===== src/rtl/normalize_round.sv =====
// normalize_round: post-add normalizer and round-to-nearest-even stage for FP32 add/sub.
// Build option: define SUBNORMAL_EN for gradual underflow. Without it, tiny results
// flush to signed zero.
module normalize_round #(
    parameter int unsigned SHIFT_STEP = 4
) (
    input  logic        clk,
    input  logic        rst_n,
    input  logic        in_valid,
    output logic        in_ready,
    input  logic        sign_in,
    input  logic [7:0]  exp_in,
    input  logic [27:0] sig_in,
    output logic        out_valid,
    input  logic        out_ready,
    output logic [31:0] result,
    output logic        overflow,
    output logic        underflow,
    output logic        inexact
);

    localparam int unsigned SIG_W = 28;
    localparam int unsigned EXP_W = 10;
    localparam int unsigned LZ_W  = 5;
    localparam int unsigned MAN_W = 24;

    typedef enum logic [1:0] {
        S_IDLE,
        S_NORM,
        S_ROUND,
        S_DONE
    } state_e;

    state_e                  state_q;
    logic                    sign_q;
    logic [SIG_W-1:0]        sig_q;
    logic signed [EXP_W-1:0] exp_q;
    logic                    in_ready_q;
    logic                    out_valid_q;
    logic [31:0]             result_q;
    logic                    overflow_q;
    logic                    underflow_q;
    logic                    inexact_q;

    logic [LZ_W-1:0]         lz_d;
    logic [LZ_W-1:0]         shamt_d;
    logic [SIG_W-1:0]        sig_shl_d;
    logic signed [EXP_W-1:0] exp_shl_d;
    logic [SIG_W-1:0]        sig_rsh_d;

    logic                    round_up_d;
    logic                    inx_raw_d;
    logic [MAN_W:0]          m_sum_d;
    logic [MAN_W-1:0]        mant_d;
    logic signed [EXP_W-1:0] exp_rnd_d;
    logic [31:0]             result_d;
    logic                    overflow_d;
    logic                    underflow_d;
    logic                    inexact_d;

    assign in_ready  = in_ready_q;
    assign out_valid = out_valid_q;
    assign result    = result_q;
    assign overflow  = overflow_q;
    assign underflow = underflow_q;
    assign inexact   = inexact_q;

    // Leading zeros of the significand counted down from the hidden-bit position.
    always_comb begin
        lz_d = LZ_W'(27);
        for (int i = 0; i < 27; i++) begin
            if (sig_q[i]) begin
                lz_d = LZ_W'(26 - i);
            end
        end
    end

    // One left-normalize step, bounded by the step size, the leading zeros and exp==1.
    always_comb begin
        shamt_d = LZ_W'(SHIFT_STEP);
        if (lz_d < shamt_d) begin
            shamt_d = lz_d;
        end
        if ((exp_q - 10'sd1) < $signed(EXP_W'(shamt_d))) begin
            shamt_d = LZ_W'(exp_q - 10'sd1);
        end
        sig_shl_d = sig_q << shamt_d;
        exp_shl_d = exp_q - $signed(EXP_W'(shamt_d));
        sig_rsh_d = {1'b0, sig_q[27:2], sig_q[1] | sig_q[0]};
    end

    // Round to nearest-even, then classify as overflow, tiny or normal.
    always_comb begin
        inx_raw_d  = |sig_q[2:0];
        round_up_d = sig_q[2] & (sig_q[1] | sig_q[0] | sig_q[3]);
        m_sum_d    = {1'b0, sig_q[26:3]} + (MAN_W+1)'(round_up_d);
        if (m_sum_d[MAN_W]) begin
            mant_d    = m_sum_d[MAN_W:1];
            exp_rnd_d = exp_q + 10'sd1;
        end else begin
            mant_d    = m_sum_d[MAN_W-1:0];
            exp_rnd_d = exp_q;
        end

        result_d    = {sign_q, (mant_d[23] ? exp_rnd_d[7:0] : 8'h00), mant_d[22:0]};
        overflow_d  = 1'b0;
        underflow_d = 1'b0;
        inexact_d   = inx_raw_d;

        if (exp_rnd_d >= 10'sd255) begin
            result_d   = {sign_q, 8'hFF, 23'b0};
            overflow_d = 1'b1;
            inexact_d  = 1'b1;
`ifdef SUBNORMAL_EN
        end else if (!mant_d[23]) begin
            // Subnormal survives; underflow only when precision was actually lost.
            underflow_d = inx_raw_d;
`else
        end else if (!sig_q[26]) begin
            // Normalization ran out of exponent: flush to signed zero.
            result_d    = {sign_q, 31'b0};
            underflow_d = 1'b1;
            inexact_d   = 1'b1;
`endif
        end
    end

    // Control FSM with datapath and registered output updates.
    always_ff @(posedge clk or negedge rst_n) begin
        if (!rst_n) begin
            state_q     <= S_IDLE;
            sign_q      <= 1'b0;
            sig_q       <= '0;
            exp_q       <= '0;
            in_ready_q  <= 1'b1;
            out_valid_q <= 1'b0;
            result_q    <= '0;
            overflow_q  <= 1'b0;
            underflow_q <= 1'b0;
            inexact_q   <= 1'b0;
        end else begin
            case (state_q)
                S_IDLE: begin
                    if (in_valid && in_ready_q) begin
                        sign_q     <= sign_in;
                        sig_q      <= sig_in;
                        exp_q      <= (exp_in == 8'd0) ? 10'sd1 : $signed({2'b00, exp_in});
                        in_ready_q <= 1'b0;
                        state_q    <= S_NORM;
                    end
                end
                S_NORM: begin
                    if (sig_q == '0) begin
                        result_q    <= {sign_q, 31'b0};
                        overflow_q  <= 1'b0;
                        underflow_q <= 1'b0;
                        inexact_q   <= 1'b0;
                        state_q     <= S_DONE;
                    end else if (sig_q[27]) begin
                        sig_q   <= sig_rsh_d;
                        exp_q   <= exp_q + 10'sd1;
                        state_q <= S_ROUND;
                    end else if (sig_q[26] || (exp_q <= 10'sd1)) begin
                        state_q <= S_ROUND;
                    end else begin
                        sig_q <= sig_shl_d;
                        exp_q <= exp_shl_d;
                        if (sig_shl_d[26] || (exp_shl_d <= 10'sd1)) begin
                            state_q <= S_ROUND;
                        end
                    end
                end
                S_ROUND: begin
                    result_q    <= result_d;
                    overflow_q  <= overflow_d;
                    underflow_q <= underflow_d;
                    inexact_q   <= inexact_d;
                    state_q     <= S_DONE;
                end
                S_DONE: begin
                    if (!out_valid_q) begin
                        out_valid_q <= 1'b1;
                    end else if (out_ready) begin
                        out_valid_q <= 1'b0;
                        in_ready_q  <= 1'b1;
                        state_q     <= S_IDLE;
                    end
                end
                default: begin
                    state_q <= S_IDLE;
                end
            endcase
        end
    end

endmodule


===== config.mk =====
export PLATFORM = sky130hd
export DESIGN_NAME = normalize_round
export DESIGN_NICKNAME = d
export VERILOG_FILES = /design/src/rtl/normalize_round.sv
export SDC_FILE = /design/constraint.sdc
export NUM_CORES = 1
export LEC_CHECK = 0
export BUFFER_PORTS_ARGS = -buffer_cell sky130_fd_sc_hd__buf_4
export CORE_MARGIN = 2
export CORE_UTILIZATION = 65
export DETAILED_ROUTE_END_ITERATION = 10
export PLACE_DENSITY = 0.92
export SETUP_SLACK_MARGIN = 0.1
export SLEW_MARGIN = 20
export SYNTH_ARGS = -nofsm -noshare
export SYNTH_HDL_FRONTEND = slang
export SYNTH_SLANG_ARGS = --single-unit

===== constraint.sdc =====
create_clock -name clk -period 15.2 [get_ports clk]
set_clock_uncertainty 0.05 [all_clocks]
set_input_delay 3.8 -clock clk [delete_from_list [all_inputs] [get_ports clk]]
set_output_delay 3.8 -clock clk [all_outputs]
set_load 0.02 [all_outputs]

==> results of run 1 <==
## Yosys cell counts (all sizes together) (10+ instances only)
library cell | number | share of area [%]
nor3 | 33 | 2.3
clkbuf | 66 | 3.5
nand3 | 24 | 1.7
a211oi | 18 | 2.1
o21ai | 95 | 6.8
a21oi | 55 | 4.0
nor2 | 59 | 3.3
inv | 22 | 1.2
a31oi | 10 | 0.89
mux2 | 14 | 2.2
dfrtp | 77 | 27
mux2i | 47 | 6.7
a21o | 11 | 1.2
nand2 | 117 | 6.2
xor2 | 12 | 1.5
and3 | 22 | 2.0
xnor2 | 29 | 3.6
o211ai | 24 | 2.6
nor4 | 12 | 1.2
buf | 14 | 1.1
ha | 15 | 2.7
## kinds of logic after synthesis
| kind of cell | count (synthesis) |
|---|---|
| AO/OA/AOI/OAI | 288 |
| XOR/XNOR | 41 |
| adder cells (fa/ha/maj) | 15 |
| buffers and inverters | 105 |
| flip-flops | 78 |
| multiplexers | 63 |
| other | 1 |
| AND/OR/NAND/NOR | 318 |
## worst max-delay path, cell delays in order (launching register included)
cell,delay [ps]
dfrtp_1,650
inv_1,250
ha_1,370
inv_1,190
nor2_1,90
or2_2,350
ha_1,210
a21o_1,170
a211oi_1,230
o311ai_1,180
a211o_1,460
and3_1,270
nor2_4,560
clkinv_1,660
ha_1,410
a31oi_1,130
o21ai_0,100
a31oi_1,380
a311oi_2,240
a2111oi_2,410
a31oi_1,180
or2_1,290
a211oi_2,170
## metrics by stage
stage / util [%] / total power [W] / worst slack [ps] / hold WS [ps]
after global placement: 72.6 / 0.00181 / 8460 / 411
final: 74.5 / 0.00204 / 8130 / 430
after global routing: 74.5 / 0.00216 / 7570 / 453
after floorplan: - / 0.00144 / 9640 / 425
after detailed placement: 72.6 / 0.00183 / 8280 / 418
after CTS: 74.3 / 0.00198 / 8240 / 435
## layout by cell type (no fill, tap or decap), types with 14 or more instances in the layout
cell and count:
inv_1 22, mux2_2 14, xnor2_1 29, nor3_1 33
dfrtp_1 77, o21ai_0 89, mux2i_1 46, nor2_1 56
a21oi_1 52, ha_1 14, a211oi_1 16, nand2_1 117
buf_4 88, o211ai_1 24, nand3_1 24, and3_1 22
## path summary, 6_finish.rpt
| check | start | cells past startpoint | end |
|---|---|---|---|
| min | result[4]$_DFFE_PN0P_ | 1 | result[4]$_DFFE_PN0P_ |
| max | exp_q[0]$_DFFE_PN0P_ | 22 | state_q[0]$_DFFE_PN0P_ |
| min reg2reg | result[4]$_DFFE_PN0P_ | 1 | result[4]$_DFFE_PN0P_ |
| min in group asynchronous | rst_n | 1 | result[21]$_DFFE_PN0P_ |
| max reg2reg | exp_q[0]$_DFFE_PN0P_ | 22 | state_q[0]$_DFFE_PN0P_ |
| max in group asynchronous | rst_n | 2 | in_ready$_DFFE_PN1P_ |
## per-layer routing
| metal | track usage (%) | wire (um) |
|---|---|---|
| met5 | 0 | 0 |
| met4 | 14.1 | 735 |
| met3 | 7.35 | 2900 |
| met2 | 59.2 | 9980 |
| met1 | 58.8 | 9610 |
## state kept, by name, indices dropped and copies added, names as in the netlist
| signal | count |
|---|---|
| overflow | 1 |
| out_valid | 1 |
| sign_q | 1 |
| result | 32 |
| in_ready | 1 |
| inexact | 1 |
| underflow | 1 |
| sig_q | 28 |
| state_q | 2 |
| exp_q | 10 |
## layout make-up
type	instances	area [sq um]	area share, %
tap	136	170	2.19
sequential	78	1950	25.2
clock buffer	11	151	1.95
clock inverter	4	22.5	0.290
multi-input combinational	727	4680	60.3
timing repair buffer	89	688	8.86
inverter	25	93.8	1.21
## power groups by stage
stage	Combinational [W]	Clock [W]	Sequential, W
3_3_place_gp	0.00134	0	0.000466
3_5_place_dp	0.00136	0	0.000470
2_1_floorplan	0.00104	0	0.000395
6_report	0.00141	0.000148	0.000480
4_1_cts	0.00137	0.000148	0.000465
5_1_grt	0.00152	0.000157	0.000485
==> summary.txt, run 1 <==
STA
  • Max Slew Vio Count: 0
  • Worst slew margin: 33.5%
  • RSZ-0062 raised after global routing: no
  • Min Tclk post-route: 7070 ps
  • Final Hold Vio Count: 0
  • Final period util: between 40% and 50%
  • Setup TNS Final: 0 ps
  • Max Fclk: approximately 140 MHz
  • Endpoints failing setup: 0
  • Least-Margin Pin Slew: between 900 and 1000 ps

Clocking
  • Worst skew pair latency: between 300 and 400 ps
  • Setup Fix Bufs, Post-CTS: 0
  • CTS tree: built
  • CTS Buf Count: 9
  • Root Buffer Master: clkbuf_8
  • CTS Buffer Depth: 2
  • H-tree Lvls: 3
  • Clk sinks: between 70 and 80
  • Post-CTS Hold Buffers: 0
  • Clock Pin Slew Worst Setup and Hold Paths: around 90 ps
  • CTS resizes: 0

Critical path
  • Element type at the critical path end: register
  • WS Path Type: reg -> reg
  • Crit path DAT: 7310 ps
  • Critical Path RT: about 15,000 ps
  • Crit Path Max Fanout: 27
  • Setup slack, reg-to-reg: between 8000 and 9000 ps
  • Setup crit start kind: register

Logic synthesis
  • Post-Syn Area: ~7000 sq um
  • Post-synth ARST share: 100%
  • Synth Warn #: 0
  • Post-Synth XOR/XNOR Area: 5.10%
  • Cell count after synthesis: a little over 900
  • Register bit count reported by yosys: between 70 and 80
  • Largest family of logic cells by synthesized area: compound AO/OA/AOI/OAI gates
  • Post-synth EDFFs: 0
  • Post-synthesis cell type count: 76
  • Adder-Cell Fraction of Synth Area: ~2.7%
  • Mapped Avg Cell Area: slightly below 8 sq um
  • Simple-gate portion of the synthesized area: a little over a fifth
  • Post-synthesis compound-gate area fraction: a little over a quarter
  • Seq/Total Area, Yosys: between 20% and 30%
  • Main flop type after synthesis: dfrtp_1
  • Mux share of post-synthesis cell area: 9.57%

Global route
  • Global-route wire length before repair: about 36,000 um
  • Gr usage total: 40.1%
  • Vias in the first global route: roughly 6.7k
  • Initial antenna violation count: 0
  • GRT overflow: 0
  • Pin count of the biggest net entering global routing: 79

Drt
  • Vias per std cell: slightly below 7
  • Vias: 7,408
  • Post-DRT Antenna Nets: 0
  • WL final: between 20,000 and 25,000 um
  • DR WL/cell: about 22 um
  • Drt pass-1 iters: 6
  • DRC: 0
  • Initial drt markers: approximately 900

Place
  • PortBufs: a little under 80
  • Detail Placement HPWL: approximately 17,000 um
  • Placed Cells: around 1.1k
  • Placed Area: between 7000 and 8000 sq um
  • GP Congestion: between 1 and 1.5

Die
  • Rows: 37
  • Die height: around 110 um
  • Initial core utilization: between 60% and 70%
  • Core area: 10,400 sq um
  • Die area: roughly 12,000 sq um
  • Die width: about 110 um
  • Top Ports: 78

Pwr
  • Combinational power share: between 60% and 70%
  • Pwr/cell area: 263 nW/um^2
  • Switching share of power: about 56%
  • Internal power: roughly 0.0009 W
  • Clk pwr share: approximately 7.3%
  • Sw Pwr: approximately 0.0011 W
  • Flop pwr share: between 20% and 30%
  • Pleak: roughly 3.4 nW
  • VDD IR-drop max: approximately 0.20 mV

Status
  • Status: complete, no violations

Final layout
  • Layout Cells excl Fill: between 1k and 1.5k
  • Filler cells: between 800 and 900
  • Design area: a little under 8000 sq um
  • ANT cells: 0
  • Area Growth Syn to Fin: 10.4%
  • Layout cell share with drive strength beyond 1: between 15 and 20%
  • Nets: a little under 1k

Flow run
  • Maximum Capacitance Violations: 0

Hold path
  • Worst Hold Class: reg -> reg
Power figures use the tool's default switching activity.
==> run 2: changes to the inputs <==
Settings changed: CORE_UTILIZATION 65 to 55, PLACE_DENSITY 0.92 to 0.84.
Clock period 15.2 ns to 6.2 ns, I/O delays scaled along.
==> run 2 against run 1 <==
  * Die area rose by 17%
  * Via count rose by 0.24%
  * Largest power group unchanged
  * Hold slack about the same
  * First-iteration DRC count is 14% lower
  * Flip-flop and latch count unchanged
  * Wire length is 2.6% higher
  * Power grew to 2.6 times the previous value
  * Maximum frequency is 28% higher
==> summary.txt, run 2 (synthesized netlist as in run 1, its figures left out) <==
STA
  • Worst slew margin: 33.5% (about the same)
  • Max Slew Vio Count: 0 (unchanged)
  • Final Hold Vio Count: 0 (unchanged)
  • Least-Margin Pin Slew: 977 ps (was 976 ps)
  • Final period util: 89.3% (was 46.5%)
  • RSZ-0062 raised after global routing: no (unchanged)
  • Min Tclk post-route: 5530 ps (was 7070 ps)
  • Endpoints failing setup: 0 (unchanged)
  • Max Fclk: 181 MHz (was 141 MHz)
  • Setup TNS Final: 0 ps (unchanged)

Hold path
  • Hold Crit Start: result[13]$_DFFE_PN0P_ (was result[4]$_DFFE_PN0P_)
  • Hold path cells: 2 (was 1)
  • Worst Hold Class: reg -> reg (unchanged)
  • Worst hold endpoint: result[13]$_DFFE_PN0P_ (was result[4]$_DFFE_PN0P_)

Die
  • Die width: 117 um (was 108 um)
  • Initial core utilization: 56.0% (was 67.5%)
  • Core area: 12,600 sq um (was 10,400 sq um)
  • Die height: 117 um (was 108 um)
  • Rows: 41 (was 37)
  • Die area: 13,700 sq um (was 11,700 sq um)
  • Top Ports: 78 (unchanged)

Drt
  • Post-DRT Antenna Nets: 0 (unchanged)
  • Initial drt markers: 771 (was 899)
  • Vias: 7,426 (was 7,408)
  • DR WL/cell: 21.3 um (was 21.7 um)
  • DRC: 0 (unchanged)
  • WL final: 23,800 um (was 23,200 um)
  • Vias per std cell: 6.64 (was 6.92)
  • Drt pass-1 iters: 5 (was 6)

Clocking
  • Worst skew pair latency: 350 ps (was 360 ps)
  • CTS Buffer Depth: 2 (unchanged)
  • Clock Pin Slew Worst Setup and Hold Paths: 60 ps (was 90 ps)
  • Clk sinks: 78 (unchanged)
  • CTS resizes: 0 (unchanged)
  • Root Buffer Master: clkbuf_16 (was clkbuf_8)
  • Setup Fix Bufs, Post-CTS: 0 (unchanged)
  • CTS tree: built (unchanged)
  • H-tree Lvls: 3 (unchanged)
  • CTS Buf Count: 9 (unchanged)
  • Post-CTS Hold Buffers: 0 (unchanged)

Critical path
  • WP buf/inv: 2 (was 3)
  • Worst reg2reg endpoint: exp_q[8]$_DFFE_PN0P_ (was state_q[0]$_DFFE_PN0P_)
  • Crit Path Max Fanout: 12 (was 27)
  • Setup crit start kind: register (unchanged)
  • CP Cell Sequence: inv_1 > ha_1 > inv_1 > nor2_1 > or2_2 > ha_1 > a21o_1 > a211oi_1 > o311ai_1 > a211o_1 > a21oi_2 > nor2_2 > xnor2_1 > ha_1 > a21oi_1 > nor3_1 > a211oi_1 > o21ai_1 > a211oi_1 > nand2b_1 > o21ai_0 > xnor2_1 > o21ai_0 (was inv_1 > ha_1 > inv_1 > nor2_1 > or2_2 > ha_1 > a21o_1 > a211oi_1 > o311ai_1 > a211o_1 > and3_1 > nor2_4 > clkinv_1 > ha_1 > a31oi_1 > o21ai_0 > a31oi_1 > a311oi_2 > a2111oi_2 > a31oi_1 > or2_1 > a211oi_2)
  • CP peak stage delay: 540 ps (was 660 ps)
  • Worst r2r src: exp_q[1]$_DFFE_PN0P_ (was exp_q[0]$_DFFE_PN0P_)
  • Crit path DAT: 5700 ps (was 7310 ps)
  • CP max stage cell: dfrtp_1 (was clkinv_1)
  • R2R cell count: 23 (was 22)
  • WS Path Type: reg -> reg (unchanged)
  • Element type at the critical path end: register (unchanged)
  • Critical Path RT: 6370 ps (was 15,440 ps)
  • Crit-path leading delay family: compound AO/OA/AOI/OAI gates (unchanged)
  • Setup slack, reg-to-reg: 670 ps (was 8130 ps)

Final layout
  • Nets: 999 (was 986)
  • Filler cells: 1,113 (was 838)
  • Layout Cells excl Fill: 1,119 (was 1,070)
  • Largest register FFs: 32 (unchanged)
  • ANT cells: 0 (unchanged)
  • Commonest non-fill, non-tap cells in the layout: nand2_1 (117), buf_4 (101), o21ai_0 (89) (was nand2_1 (117), o21ai_0 (89), buf_4 (88))
  • Area Growth Syn to Fin: 13.5% (was 10.4%)
  • Design area: 7990 sq um (was 7760 sq um)
  • Commonest non-fill, non-tap cell in the layout: nand2_1 (unchanged)
  • Layout cell share with drive strength beyond 1: 15.9% (was 15.1%)

Global route
  • Met2 Use GR: 51.7% (was 59.2%)
  • GR Layer Usage met3: 8.86% (was 7.35%)
  • GR peak layer: met2 (unchanged)
  • Initial antenna violation count: 0 (unchanged)
  • Gr usage total: 35.6% (was 40.1%)
  • Global-route wire length before repair: 37,100 um (was 36,200 um)
  • Vias in the first global route: 6,757 (was 6,651)
  • GRT overflow: 0 (unchanged)
  • Pin count of the biggest net entering global routing: 79 (unchanged)
  • M1 GR Usage: 50.9% (was 58.8%)

Place
  • Placed Cells: 1,104 (was 1,054)
  • PortBufs: 77 (unchanged)
  • Placed Area: 7710 sq um (was 7560 sq um)
  • Detail Placement HPWL: 17,300 um (was 16,800 um)
  • GP Congestion: 1.08 (was 1.03)

Pwr
  • Pleak: 3.47 nW (was 3.37 nW)
  • Pwr/cell area: 651 nW/um^2 (was 263 nW/um^2)
  • VDD IR-drop max: 0.422 mV (was 0.201 mV)

Flow run
  • Maximum Capacitance Violations: 0 (unchanged)

Status
  • Status: complete, no violations (unchanged)
run 2: cell count changes in the layout (fill, tap and decap cells not counted), sizes merged:
cell	delta
buf	+13
clkinvlp	-1
clkinv	-2
clkbuf	+3
run 2: worst reg2reg max path, delay by kind of cell (launching register included):
kind,cells,cell delay [ps]
compound gates,11,2730
xor+xnor,2,300
fa+ha+maj,3,730
buf+inv,2,340
flops,1,540
simple gates,5,720
run 2: worst max-delay path by stage:
stage / slack, ps / end / depth (start not counted) / from
final: 670 / exp_q[8]$_DFFE_PN0P_ / 23 / exp_q[1]$_DFFE_PN0P_
after global routing: 260 / exp_q[8]$_DFFE_PN0P_ / 23 / exp_q[1]$_DFFE_PN0P_
after CTS: 760 / exp_q[8]$_DFFE_PN0P_ / 23 / exp_q[1]$_DFFE_PN0P_
after detailed placement: 850 / state_q[0]$_DFFE_PN0P_ / 23 / exp_q[1]$_DFFE_PN0P_
after global placement: 940 / state_q[0]$_DFFE_PN0P_ / 22 / exp_q[1]$_DFFE_PN0P_
after floorplan: 640 / state_q[0]$_DFFE_PN0P_ / 27 / exp_q[0]$_DFFE_PN0P_
run 2: per-stage QoR:
step	setup slack [ps]	hold slack, ps	total power (W)	util [%]
global placement	936	411	0.00452	61.4
global route	256	459	0.00555	63.5
floorplan	640	425	0.00352	-
finish	666	430	0.00520	63.5
CTS	758	434	0.00507	63.5
detailed placement	845	422	0.00456	61.4
run 2: area by class of cell:
class                           count  area (sq um)  area share, %
Multi-Input combinational cell    727          4680           58.7
Timing Repair Buffer              102           769           9.64
Clock buffer                       14           264           3.31
Clock inverter                      1          5.00         0.0627
Tap cell                          172           215           2.70
Inverter                           25          93.8           1.18
Sequential cell                    78          1950           24.5
run 2: power breakdown:
group	switching [W]	internal, W	total (W)	leakage, nW
clock network	0.000204	0.000290	0.000494	0.133
logic	0.00219	0.00136	0.00355	2.38
registers	0.000422	0.000730	0.00115	0.960
total	0.00282	0.00238	0.00520	3.47
run 2: metal layers:
layer / part of all wire (%) / vias up
li1: - / 3409
met1: 42 / 3414
met2: 42 / 538
met3: 12 / 65
met4: 2.9 / 0
met5: 0 / -
==> run 3: changes to the inputs <==
Settings changed: CORE_UTILIZATION 55 to 60, PLACE_DENSITY 0.84 to 0.86.
Clock period 6.2 ns to 5.4 ns, I/O delays scaled along.
==> run 3 against run 2 <==
  * Wire length rose by 1.8%
  * Global-route usage rose by 3.0 points
  * Maximum frequency rose by 12%
  * Setup slack got worse by 200 ps
  * Register-to-register slack got worse by 200 ps
  * Power rose by 18%
  * Via count rose by 2.6%
  * Final cell count fell by 1.2%
  * Critical path depth fell by 4
  * Hold slack got worse by 1.7 ps
  * Non-clock buffer count rose by 15
  * Critical path type unchanged
  * Highest routed layer unchanged
==> summary.txt, run 3 (synthesized netlist as in run 1, its figures left out) <==
Status
  • Status: complete, no violations (unchanged)

Place
  • Detail Placement HPWL: 17,500 um (was 17,300 um)
  • GP Congestion: 1.11 (was 1.08)
  • PortBufs: 77 (unchanged)

Die
  • Top Ports: 78 (unchanged)
  • Die width: 112 um (was 117 um)
  • Die area: 12,600 sq um (was 13,700 sq um)
  • Rows: 39 (was 41)
  • Core area: 11,400 sq um (was 12,600 sq um)
  • Die height: 112 um (was 117 um)
  • Initial core utilization: 61.6% (was 56.0%)

Drt
  • DR WL/cell: 21.9 um (was 21.3 um)
  • WL final: 24,300 um (was 23,800 um)
  • Post-DRT Antenna Nets: 0 (unchanged)
  • DRC: 0 (unchanged)
  • Drt pass-1 iters: 7 (was 5)
  • Vias: 7,618 (was 7,426)
  • Vias per std cell: 6.89 (was 6.64)
  • Initial drt markers: 1,103 (was 771)

Final layout
  • Commonest non-fill, non-tap cell in the layout: nand2_1 (unchanged)
  • Commonest non-fill, non-tap cells in the layout: nand2_1 (117), buf_4 (116), o21ai_0 (89) (was nand2_1 (117), buf_4 (101), o21ai_0 (89))
  • Area Growth Syn to Fin: 15.5% (was 13.5%)
  • Register Area: 1960 sq um (was 1950 sq um)
  • Filler cells: 943 (was 1,113)
  • ANT cells: 0 (unchanged)
  • Layout cell share with drive strength beyond 1: 18.4% (was 15.9%)
  • Nets: 1,014 (was 999)
  • Largest register FFs: 32 (unchanged)
  • Multi-input logic area: 4720 sq um (was 4680 sq um)

Critical path
  • CP peak stage delay: 590 ps (was 540 ps)
  • WS Path Type: reg -> reg (unchanged)
  • Crit Path Max Fanout: 4 (was 12)
  • CP max stage cell: nor4_2 (was dfrtp_1)
  • Crit path DAT: 5150 ps (was 5700 ps)
  • Critical Path RT: 5620 ps (was 6370 ps)
  • WP buf/inv: 2 (unchanged)
  • Element type at the critical path end: register (unchanged)
  • Setup crit start kind: register (unchanged)
  • Crit-path leading delay family: compound AO/OA/AOI/OAI gates (unchanged)
  • CP Cell Sequence: nor4_2 > inv_1 > ha_1 > a21o_1 > a211oi_1 > o311ai_1 > a211o_1 > and3_1 > nor2_4 > clkinv_2 > ha_1 > a31oi_1 > o21ai_0 > a31oi_2 > a311oi_2 > a2111oi_2 > a31oi_1 > or2_1 > a211oi_2 (was inv_1 > ha_1 > inv_1 > nor2_1 > or2_2 > ha_1 > a21o_1 > a211oi_1 > o311ai_1 > a211o_1 > a21oi_2 > nor2_2 > xnor2_1 > ha_1 > a21oi_1 > nor3_1 > a211oi_1 > o21ai_1 > a211oi_1 > nand2b_1 > o21ai_0 > xnor2_1 > o21ai_0)

Clocking
  • CTS Buf Count: 9 (unchanged)
  • Worst skew pair latency: 360 ps (was 350 ps)
  • CTS tree: built (unchanged)
  • Clock Pin Slew Worst Setup and Hold Paths: 60 ps (about the same)
  • Root Buffer Master: clkbuf_16 (unchanged)
  • Clk sinks: 78 (unchanged)
  • CTS Buffer Depth: 2 (unchanged)
  • H-tree Lvls: 3 (unchanged)

Flow run
  • Maximum Capacitance Violations: 0 (unchanged)

Global route
  • Gr usage total: 38.5% (was 35.6%)
  • Global-route wire length before repair: 38,300 um (was 37,100 um)
  • GRT overflow: 0 (unchanged)
  • Pin count of the biggest net entering global routing: 79 (unchanged)
  • Vias in the first global route: 6,934 (was 6,757)
  • Initial antenna violation count: 0 (unchanged)

STA
  • Endpoints failing setup: 0 (unchanged)
  • Hold_ws: 429 ps (was 430 ps)
  • Max Slew Vio Count: 0 (unchanged)
  • Worst slew margin: 34.6% (was 33.5%)
  • RSZ-0062 raised after global routing: no (unchanged)
  • Setup TNS Final: 0 ps (unchanged)
  • Max Fclk: 203 MHz (was 181 MHz)
  • Final period util: 91.3% (was 89.3%)
  • Least-Margin Pin Slew: 961 ps (was 977 ps)
  • Min Tclk post-route: 4930 ps (was 5530 ps)
  • Final Hold Vio Count: 0 (unchanged)

Hold path
  • Worst Hold Class: reg -> reg (unchanged)

Pwr
  • Pleak: 3.56 nW (was 3.47 nW)
  • VDD IR-drop max: 0.510 mV (was 0.422 mV)
  • Pwr/cell area: 755 nW/um^2 (was 651 nW/um^2)
## run 3: cell types whose count changed in the layout (fill, tap and decap cells not counted), sizes merged
cell / before / now
clkinv: 4 / 3
buf: 102 / 117
clkbuf: 14 / 16
## run 3: through the flow
step	area [sq um]	worst slack (ps)	total power (W)	instances	utilization [%]
2_1_floorplan	7040	102	0.00405	910	-
3_3_place_gp	7770	264	0.00524	1088	68.1
3_5_place_dp	7770	121	0.00530	1088	68.1
4_1_cts	8070	260	0.00592	1104	70.7
5_1_grt	8130	175	0.00651	1106	71.2
6_report	8130	468	0.00613	1106	71.2
## run 3: path summary, 6_finish.rpt
kind / startpoint / endpoint / slack [ps] / cells after the start
setup / recovery: sig_q[26]$_DFFE_PN0P_ / state_q[0]$_DFFE_PN0P_ / 470 / 19
hold / removal: result[20]$_DFFE_PN0P_ / result[20]$_DFFE_PN0P_ / 430 / 1
setup reg to reg: sig_q[26]$_DFFE_PN0P_ / state_q[0]$_DFFE_PN0P_ / 470 / 19
hold reg to reg: result[20]$_DFFE_PN0P_ / result[20]$_DFFE_PN0P_ / 430 / 1
max in group asynchronous: rst_n / exp_q[1]$_DFFE_PN0P_ / 3790 / 1
min in group asynchronous: rst_n / result[13]$_DFFE_PN0P_ / 990 / 1
## run 3: repair_timing
item,CTS,global route
buffers inserted,0,2
hold buffers,0,0
resized for setup,1,9
pin swaps,0,1
endpoints found under the setup margin,1,4
## run 3: cell type report
cell class / count / share of cell area [%]
Multi-Input combinational cell: 727 / 58.1
Sequential cell: 78 / 24.1
Timing Repair Buffer: 117 / 10.9
Clock buffer: 16 / 3.59
Tap cell: 143 / 2.20
Inverter: 25 / 1.17
## run 3: report_power, final
group | internal (W) | switching, W
logic | 0.00164 | 0.00261
clock network | 0.000362 | 0.000242
registers | 0.000841 | 0.000433
total | 0.00285 | 0.00329
## run 3: metal layers
layer | up-vias | track usage, % | share of wire, %
met3 | 61 | 9.88 | 13
met2 | 525 | 55.1 | 42
li1 | 3444 | - | -
met4 | 0 | 14.2 | 2.8
met5 | - | 0 | 0
met1 | 3588 | 56.3 | 42
## run 3: worst reg2reg max path, stage by stage, from the launching register on
cell and delay, ps:
dfrtp_1 430, nor4_2 590, inv_1 230, ha_1 240, a21o_1 170, a211oi_1 220, o311ai_1 170, a211o_1 320
and3_1 200, nor2_4 160, clkinv_2 80, ha_1 200, a31oi_1 130, o21ai_0 120, a31oi_2 300, a311oi_2 160
a2111oi_2 410, a31oi_1 190, or2_1 300, a211oi_2 180
